## src/rtl/combo_lock_seq_if.sv

```systemverilog
// rtl/combo_lock_seq_if.sv - digit/strobe/status bundle between keypad side and combo_lock_seq
// Carries the prog strobe only when LOCKER_PROG_EN is defined.
interface combo_lock_seq_if #(
  parameter int DIGIT_W  = 4,
  parameter int MAX_FAIL = 3
);
  logic [DIGIT_W-1:0]             digit;
  logic                           enter;
  logic                           lock;
`ifdef LOCKER_PROG_EN
  logic                           prog;
`endif
  logic                           open;
  logic                           error;
  logic                           locked_out;
  logic [$clog2(MAX_FAIL+1)-1:0]  fail_count;

`ifdef LOCKER_PROG_EN
  modport master (output digit, enter, lock, prog, input open, error, locked_out, fail_count);
  modport slave  (input digit, enter, lock, prog, output open, error, locked_out, fail_count);
`else
  modport master (output digit, enter, lock, input open, error, locked_out, fail_count);
  modport slave  (input digit, enter, lock, output open, error, locked_out, fail_count);
`endif
endinterface

```

## src/rtl/combo_lock_seq.sv

```systemverilog
// rtl/combo_lock_seq.sv - sequential combination lock with fail counting and timed lockout
// Optional code reprogramming while open is enabled by defining LOCKER_PROG_EN.
module combo_lock_seq #(
  parameter int                          DIGIT_W        = 4,
  parameter int                          N_DIGITS       = 4,
  parameter logic [DIGIT_W*N_DIGITS-1:0] SECRET         = 16'h1234,
  parameter int                          MAX_FAIL       = 3,
  parameter int                          LOCKOUT_CYCLES = 16
) (
  input  logic            clk,
  input  logic            reset,
  combo_lock_seq_if.slave bus
);
  localparam int CODE_W = DIGIT_W * N_DIGITS;
  localparam int IDX_W  = $clog2(N_DIGITS);
  localparam int FC_W   = $clog2(MAX_FAIL + 1);
  localparam int LC_W   = (LOCKOUT_CYCLES > 1) ? $clog2(LOCKOUT_CYCLES) : 1;

  localparam logic [IDX_W-1:0] LAST_IDX   = IDX_W'(N_DIGITS - 1);
  localparam logic [FC_W-1:0]  FAIL_LIMIT = FC_W'(MAX_FAIL);
  localparam logic [LC_W-1:0]  LOCK_LOAD  = LC_W'(LOCKOUT_CYCLES - 1);

  typedef enum logic [1:0] {S_IDLE, S_ENTRY, S_OPEN, S_LOCKOUT} state_t;

  state_t             r_state, w_state_nxt;
  logic [IDX_W-1:0]   r_idx, w_idx_nxt;
  logic               r_mismatch, w_mismatch_nxt;
  logic               r_open, w_open_nxt;
  logic               r_error, w_error_nxt;
  logic               r_locked_out, w_locked_out_nxt;
  logic [FC_W-1:0]    r_fail_count, w_fail_count_nxt;
  logic [LC_W-1:0]    r_lock_cnt, w_lock_cnt_nxt;

  logic [CODE_W-1:0]  w_code;
  logic [DIGIT_W-1:0] w_code_digit;
  logic               w_digit_miss;
  logic [FC_W-1:0]    w_fail_inc;

`ifdef LOCKER_PROG_EN
  logic [CODE_W-1:0]  r_code, w_code_nxt;
  logic [CODE_W-1:0]  r_shadow, w_shadow_nxt;
  logic [IDX_W-1:0]   r_pcnt, w_pcnt_nxt;
  logic [CODE_W-1:0]  w_shift;

  assign w_code  = r_code;
  assign w_shift = {r_shadow[CODE_W-DIGIT_W-1:0], bus.digit};
`else
  assign w_code = SECRET;
`endif

  // Digit 0 is the most significant slice of the code, i.e. the first one entered.
  logic [DIGIT_W-1:0] w_digits [N_DIGITS];
  for (genvar g = 0; g < N_DIGITS; g++) begin : g_digits
    assign w_digits[g] = w_code[(N_DIGITS-1-g)*DIGIT_W +: DIGIT_W];
  end

  assign w_code_digit = w_digits[r_idx];
  assign w_digit_miss = (bus.digit != w_code_digit);
  assign w_fail_inc   = r_fail_count + FC_W'(1);

  always_comb begin
    w_state_nxt      = r_state;
    w_idx_nxt        = r_idx;
    w_mismatch_nxt   = r_mismatch;
    w_open_nxt       = r_open;
    w_error_nxt      = r_error;
    w_locked_out_nxt = r_locked_out;
    w_fail_count_nxt = r_fail_count;
    w_lock_cnt_nxt   = r_lock_cnt;
`ifdef LOCKER_PROG_EN
    w_code_nxt       = r_code;
    w_shadow_nxt     = r_shadow;
    w_pcnt_nxt       = r_pcnt;
`endif
    case (r_state)
      S_IDLE: begin
        if (bus.enter) begin
          w_state_nxt    = S_ENTRY;
          w_idx_nxt      = IDX_W'(1);
          w_mismatch_nxt = w_digit_miss;
          w_error_nxt    = 1'b0;
        end
      end
      S_ENTRY: begin
        if (bus.enter) begin
          if (r_idx == LAST_IDX) begin
            w_idx_nxt      = '0;
            w_mismatch_nxt = 1'b0;
            if (!(r_mismatch || w_digit_miss)) begin
              w_state_nxt      = S_OPEN;
              w_open_nxt       = 1'b1;
              w_error_nxt      = 1'b0;
              w_fail_count_nxt = '0;
            end else if (w_fail_inc == FAIL_LIMIT) begin
              w_state_nxt      = S_LOCKOUT;
              w_error_nxt      = 1'b1;
              w_locked_out_nxt = 1'b1;
              w_fail_count_nxt = FAIL_LIMIT;
              w_lock_cnt_nxt   = LOCK_LOAD;
            end else begin
              w_state_nxt      = S_IDLE;
              w_error_nxt      = 1'b1;
              w_fail_count_nxt = w_fail_inc;
            end
          end else begin
            w_idx_nxt      = r_idx + IDX_W'(1);
            w_mismatch_nxt = r_mismatch | w_digit_miss;
          end
        end
      end
      S_OPEN: begin
        // lock wins over a simultaneous strobe and drops any partial reprogramming
        if (bus.lock) begin
          w_state_nxt = S_IDLE;
          w_open_nxt  = 1'b0;
`ifdef LOCKER_PROG_EN
          w_pcnt_nxt  = '0;
        end else if (bus.prog && bus.enter) begin
          w_shadow_nxt = w_shift;
          if (r_pcnt == LAST_IDX) begin
            w_code_nxt = w_shift;
            w_pcnt_nxt = '0;
          end else begin
            w_pcnt_nxt = r_pcnt + IDX_W'(1);
          end
`endif
        end
      end
      S_LOCKOUT: begin
        if (r_lock_cnt == '0) begin
          w_state_nxt      = S_IDLE;
          w_locked_out_nxt = 1'b0;
          w_error_nxt      = 1'b0;
          w_fail_count_nxt = '0;
        end else begin
          w_lock_cnt_nxt = r_lock_cnt - LC_W'(1);
        end
      end
      default: w_state_nxt = S_IDLE;
    endcase
  end

  always_ff @(posedge clk) begin
    if (reset) begin
      r_state      <= S_IDLE;
      r_idx        <= '0;
      r_mismatch   <= 1'b0;
      r_open       <= 1'b0;
      r_error      <= 1'b0;
      r_locked_out <= 1'b0;
      r_fail_count <= '0;
      r_lock_cnt   <= '0;
`ifdef LOCKER_PROG_EN
      r_code       <= SECRET;
      r_shadow     <= '0;
      r_pcnt       <= '0;
`endif
    end else begin
      r_state      <= w_state_nxt;
      r_idx        <= w_idx_nxt;
      r_mismatch   <= w_mismatch_nxt;
      r_open       <= w_open_nxt;
      r_error      <= w_error_nxt;
      r_locked_out <= w_locked_out_nxt;
      r_fail_count <= w_fail_count_nxt;
      r_lock_cnt   <= w_lock_cnt_nxt;
`ifdef LOCKER_PROG_EN
      r_code       <= w_code_nxt;
      r_shadow     <= w_shadow_nxt;
      r_pcnt       <= w_pcnt_nxt;
`endif
    end
  end

  assign bus.open       = r_open;
  assign bus.error      = r_error;
  assign bus.locked_out = r_locked_out;
  assign bus.fail_count = r_fail_count;
endmodule

```

## src/flat_wrapper.sv

```systemverilog
// flat-port wrapper written by rule: the top's interface ports become plain ports
module combo_lock_seq_flat 
#(
  parameter int                          DIGIT_W        = 4,
  parameter int                          N_DIGITS       = 4,
  parameter logic [DIGIT_W*N_DIGITS-1:0] SECRET         = 16'h1234,
  parameter int                          MAX_FAIL       = 3,
  parameter int                          LOCKOUT_CYCLES = 16
)
  (clk, reset, bus_digit, bus_enter, bus_lock, bus_open, bus_error, bus_locked_out, bus_fail_count);
  combo_lock_seq_if #(.DIGIT_W(DIGIT_W), .MAX_FAIL(MAX_FAIL)) bus_i ();
  input  logic clk;
  input  logic reset;
  input wire logic [$bits(bus_i.digit)-1:0] bus_digit;
  input wire logic [$bits(bus_i.enter)-1:0] bus_enter;
  input wire logic [$bits(bus_i.lock)-1:0] bus_lock;
  output wire logic [$bits(bus_i.open)-1:0] bus_open;
  output wire logic [$bits(bus_i.error)-1:0] bus_error;
  output wire logic [$bits(bus_i.locked_out)-1:0] bus_locked_out;
  output wire logic [$bits(bus_i.fail_count)-1:0] bus_fail_count;
  assign bus_i.digit = bus_digit;
  assign bus_i.enter = bus_enter;
  assign bus_i.lock = bus_lock;
  assign bus_open = bus_i.open;
  assign bus_error = bus_i.error;
  assign bus_locked_out = bus_i.locked_out;
  assign bus_fail_count = bus_i.fail_count;
  combo_lock_seq #(.DIGIT_W(DIGIT_W), .N_DIGITS(N_DIGITS), .SECRET(SECRET), .MAX_FAIL(MAX_FAIL), .LOCKOUT_CYCLES(LOCKOUT_CYCLES)) u_core (.clk(clk), .reset(reset), .bus(bus_i));
endmodule
```

## config.mk

```make
export PLATFORM = sky130hd
export DESIGN_NAME = combo_lock_seq_flat
export DESIGN_NICKNAME = d
export VERILOG_FILES = /design/src/rtl/combo_lock_seq_if.sv /design/src/rtl/combo_lock_seq.sv /design/src/flat_wrapper.sv
export SDC_FILE = /design/constraint.sdc
export NUM_CORES = 1
export LEC_CHECK = 0
export CORE_MARGIN = 2
export CORE_UTILIZATION = 45
export CTS_BUF_LIST = sky130_fd_sc_hd__clkbuf_4 sky130_fd_sc_hd__clkbuf_8 sky130_fd_sc_hd__clkbuf_16
export DETAILED_ROUTE_END_ITERATION = 7
export PLACE_DENSITY = 0.71
export REMOVE_ABC_BUFFERS = 1
export SLEW_MARGIN = 5
export SYNTH_ARGS = -nofsm -noshare
export SYNTH_HDL_FRONTEND = slang
export SYNTH_SLANG_ARGS = --single-unit
export TNS_END_PERCENT = 100
```

## constraint.sdc

```tcl
create_clock -name clk -period 1.9 [get_ports clk]
set_clock_uncertainty 0.05 [all_clocks]
set_input_delay 0.38 -clock clk [delete_from_list [all_inputs] [get_ports clk]]
set_output_delay 0.38 -clock clk [all_outputs]
set_load 0.01 [all_outputs]
```

==> results of run 1 <==
==> worst paths after layout <==
check / startpoint / end / slack, ns / depth (start not counted)
worst max register to register: u_core.r_idx[0] / u_core.bus.open / -0.09 / 6
worst max-delay path: bus_digit[0] / u_core.bus.open / -0.09 / 5
worst min register to register: u_core.bus.open / u_core.bus.open / 0.43 / 2
worst min-delay path: u_core.bus.open / u_core.bus.open / 0.43 / 2
==> worst min-delay path: cells and delay by family, from the launching register on <==
kind / cells / cell delay, ns
flops: 1 / 0.32
compound gates: 1 / 0.05
simple gates: 1 / 0.07
==> layer usage <==
metal	GRT usage	part of all wire	routed length, µm	vias up
li1	-	-	-	440
met1	0.2569	0.48	999	405
met2	0.3013	0.46	956	16
met3	0.03396	0.034	71	5
met4	0.08649	0.017	36	0
met5	0	0	0	-
==> repair_timing <==
item	4_1_cts	5_1_grt
resized for setup	11	10
gates cloned	1	0
setup endpoints to repair	12	12
hold buffers	0	0
setup buffers	1	0
pin swaps	9	5
==> cell type report <==
type,instances,share of cell area
Multi-Input combinational cell,80,0.4897
Sequential cell,14,0.2470
Timing Repair Buffer,23,0.1788
Clock buffer,4,0.03142
Tap cell,25,0.02709
Inverter,8,0.02600
==> synth_stat cells, drive strengths merged (2+ instances only) <==
cell type / n / area share
nand2: 8 / 0.035
o21ai: 9 / 0.052
or3: 3 / 0.022
nand4b: 2 / 0.020
xor2: 2 / 0.020
a21oi: 8 / 0.046
inv: 8 / 0.035
clkbuf: 6 / 0.028
nand2b: 2 / 0.014
nor2: 6 / 0.026
dfxtp: 14 / 0.32
nor3: 2 / 0.012
nand3: 9 / 0.052
a211oi: 3 / 0.032
nor2b: 3 / 0.022
o22ai: 2 / 0.014
o2111ai: 2 / 0.020
buf: 3 / 0.025
ha: 5 / 0.072
==> sequential cells by signal, summed over array words and instances (netlist names) <==
| name | flops |
|---|---|
| u_core.r_state | 2 |
| u_core.r_lock_cnt | 4 |
| u_core.bus.locked_out | 1 |
| u_core.bus.fail_count | 2 |
| u_core.bus.error | 1 |
| u_core.r_idx | 2 |
| u_core.bus.open | 1 |
| u_core.r_mismatch | 1 |
==> stage by stage <==
stage	cell area (µm²)	total power [W]
after floorplan	818.3	0.0003451
after global placement	1045	0.0003848
after detailed placement	1045	0.0003867
after CTS	1127	0.0006181
after global routing	1155	0.0006453
final	1155	0.0006168
==> power groups by stage <==
stage | Combinational, W | Clock [W] | Sequential (W)
4_1_cts | 0.0000775 | 0.000228 | 0.000313
6_report | 0.0000793 | 0.000223 | 0.000314
3_5_place_dp | 0.0000675 | 0 | 0.000319
2_1_floorplan | 0.0000291 | 0 | 0.000316
3_3_place_gp | 0.0000658 | 0 | 0.000319
5_1_grt | 0.0000863 | 0.000244 | 0.000315
==> logic make-up (layout without fill, tap and decap cells) <==
group / after synthesis / in the layout
and+or+nand+nor: 39 / 39
buffers and inverters: 17 / 35
xor gates and xnor gates: 2 / 2
DFF: 14 / 14
AOI/OAI and AO/OA: 33 / 34
adders and majority gates: 5 / 5
==> key figures, run 1 <==
Status
  • Outcome: finished, violations left
  • Failing checks: negative setup slack

Synthesis
  • Number of flops mapped to enable cells by yosys: 0
  • Compound-gate portion of the synthesized area: 0.2565
  • Largest family of logic cells by synthesized area: compound AO/OA/AOI/OAI gates
  • Gate Count Post-Synth: between 100 and 150
  • Post-Synthesis Cell Area: around 860 µm²
  • Dominant register cell in the synthesized netlist: sky130_fd_sc_hd__dfxtp_1
  • Fraction of synthesis flops using an asynchronous set or reset pin: 0
  • Average cell area after synthesis: 7.848 µm²
  • Area share of and/or/nand/nor cells after synthesis: 0.2391
  • Adder-cell area share of the yosys netlist: 0.07246
  • Number of storage elements in the synthesis netlist: 14
  • Yosys warning total: 0
  • Multiplexer area fraction after synthesis: 0
  • Post-Synth XOR/XNOR Area: 0.02029
  • Number of distinct library cell variants in the gate-level netlist after synthesis: 35
  • Fraction of the yosys area taken by sequential cells: 0.3246

STA
  • Final worst slack: -0.09358 ns
  • Slew of the pin with the lowest slew margin: 0.5948 ns
  • Final period demand of the worst path: approximately 2 ns
  • Total Neg Setup Slack: -0.4398 ns
  • Maximum clock frequency: approximately 0.50 GHz
  • Share of the cycle needed by the critical path after routing: 1.049
  • Count of pins over their slew limit: 0
  • Post-Route Hold Slack: ~0.43 ns
  • Final setup viols: 9
  • Relative max-transition margin: 0.6029
  • RSZ-0062 raised after global routing: true
  • Final hold vios: 0

Power
  • Max rail drop VDD: 0.4306 mV
  • Power Dens Cells: around 530 mW/mm²
  • Logic gate share of total power: 0.129
  • Internal: roughly 0.00046 W
  • Proportion of power drawn by flip-flops and latches: 0.509
  • Part of the total power dissipated in the clock network: 0.362
  • Sw frac: 0.2582
  • Switching power: roughly 0.00016 W
  • Static Leakage: ~0.38 nW

Placement
  • Port-buffer cells: 12
  • Estimated wirelength of the detail-placed design: around 1500 µm
  • Worst setup timing slack at the placement stage: -0.4089 ns
  • Final estimated routing congestion in global placement: 0.8255
  • Placed Cells: approximately 150

Floorplan
  • Floorplan die height: between 40 and 50 µm
  • Number of placed I/O pins: 13
  • Starting utilization of the core area: 0.4894
  • Die width: between 40 and 50 µm
  • Core region area: ~0.0018 mm²
  • Full die area: between 0.002 and 0.0025 mm²
  • Row count: 15

Detailed routing
  • Detailed-route DRC error count: 0
  • Post-DR wirelength/cell: approximately 13 µm
  • Number of iterations in the first detailed-routing pass: 4
  • Via-to-Cell Ratio: approximately 5.6
  • Via count of the routed design: between 800 and 900
  • Overall routed net length: ~2100 µm
  • Count of nets left with antenna violations after detail routing: 0
  • 1st-iter DRT viols: 37

Clock tree
  • Number of sinks on the clock net: 14
  • Count of H-tree levels built during CTS: 1
  • Total clock buffers created by CTS: 3
  • Cell at the root of the clock tree: sky130_fd_sc_hd__clkbuf_4
  • Clock tree from TritonCTS: built
  • Number of buffers on the longest clock path: 2
  • Clock insertion delay at the later pin of the skew report: between 0.2 and 0.3 ns
  • Clock transition at path regs: ~0.09 ns

GRT
  • Antenna violations before repair: 0
  • Largest net degree at the start of global routing: 19
  • Vias in the first global route: approximately 740
  • All-layer global routing usage: 0.1922
  • Final global-route overflow total: 0
  • Wire length of the first global-routing pass: between 3000 and 4000 µm

Finish
  • Total of fill cells in the finished design: 155
  • Proportion of layout cells with a drive suffix above 1: 0.2248
  • Share of the core filled with cells in the final layout: 0.6546
  • Area of the multi-input gates: about 570 µm²
  • Ant. Diodes: 0
  • Storage cell area: around 290 µm²
  • Number of nets in the layout: 143
  • Final cell count without fillers: ~150
  • Commonest cells after routing, fill and taps aside: 12 x sky130_fd_sc_hd__clkdlybuf4s50_1, 12 x sky130_fd_sc_hd__dfxtp_1, 10 x sky130_fd_sc_hd__buf_4
  • Growth of design area from synthesis to finish: 33.77%

Critical path
  • CP endpoint kind: flop
  • Crit path launch type: input port
  • CP Cell Sequence: clkdlybuf4s50_1 > or3_4 > a2111o_1 > or3_1 > a21oi_2
  • Crit path required time: around 2.1 ns
  • WP buf/inv: 1
  • Max FO, Critical Path: 5
  • Slowest stage cell, crit path: sky130_fd_sc_hd__a2111o_1
  • Peak per-stage delay on the critical path: ~0.50 ns
  • Data arrival time of the critical path: about 2.2 ns
  • Crit-path leading delay family: simple AND/OR/NAND/NOR gates
  • Critical path start-end classification: in2reg

Run
  • # Max-Cap Violations: 0

Worst hold path
  • Classification of the worst-slack hold path: reg2reg
(Power assumes the default switching activity.)
==> run 2, diff against run 1 <==
Settings changed: CAP_MARGIN set to 25.
==> results of run 2 <==
Same layout as run 1: the final DEF is identical, and so are final timing and power.
==> run 3, diff against run 2 <==
Settings changed: ABC_CLOCK_PERIOD_IN_PS set to 1900.
==> results of run 3 <==
Same layout as run 1: the final DEF is identical, and so are final timing and power.
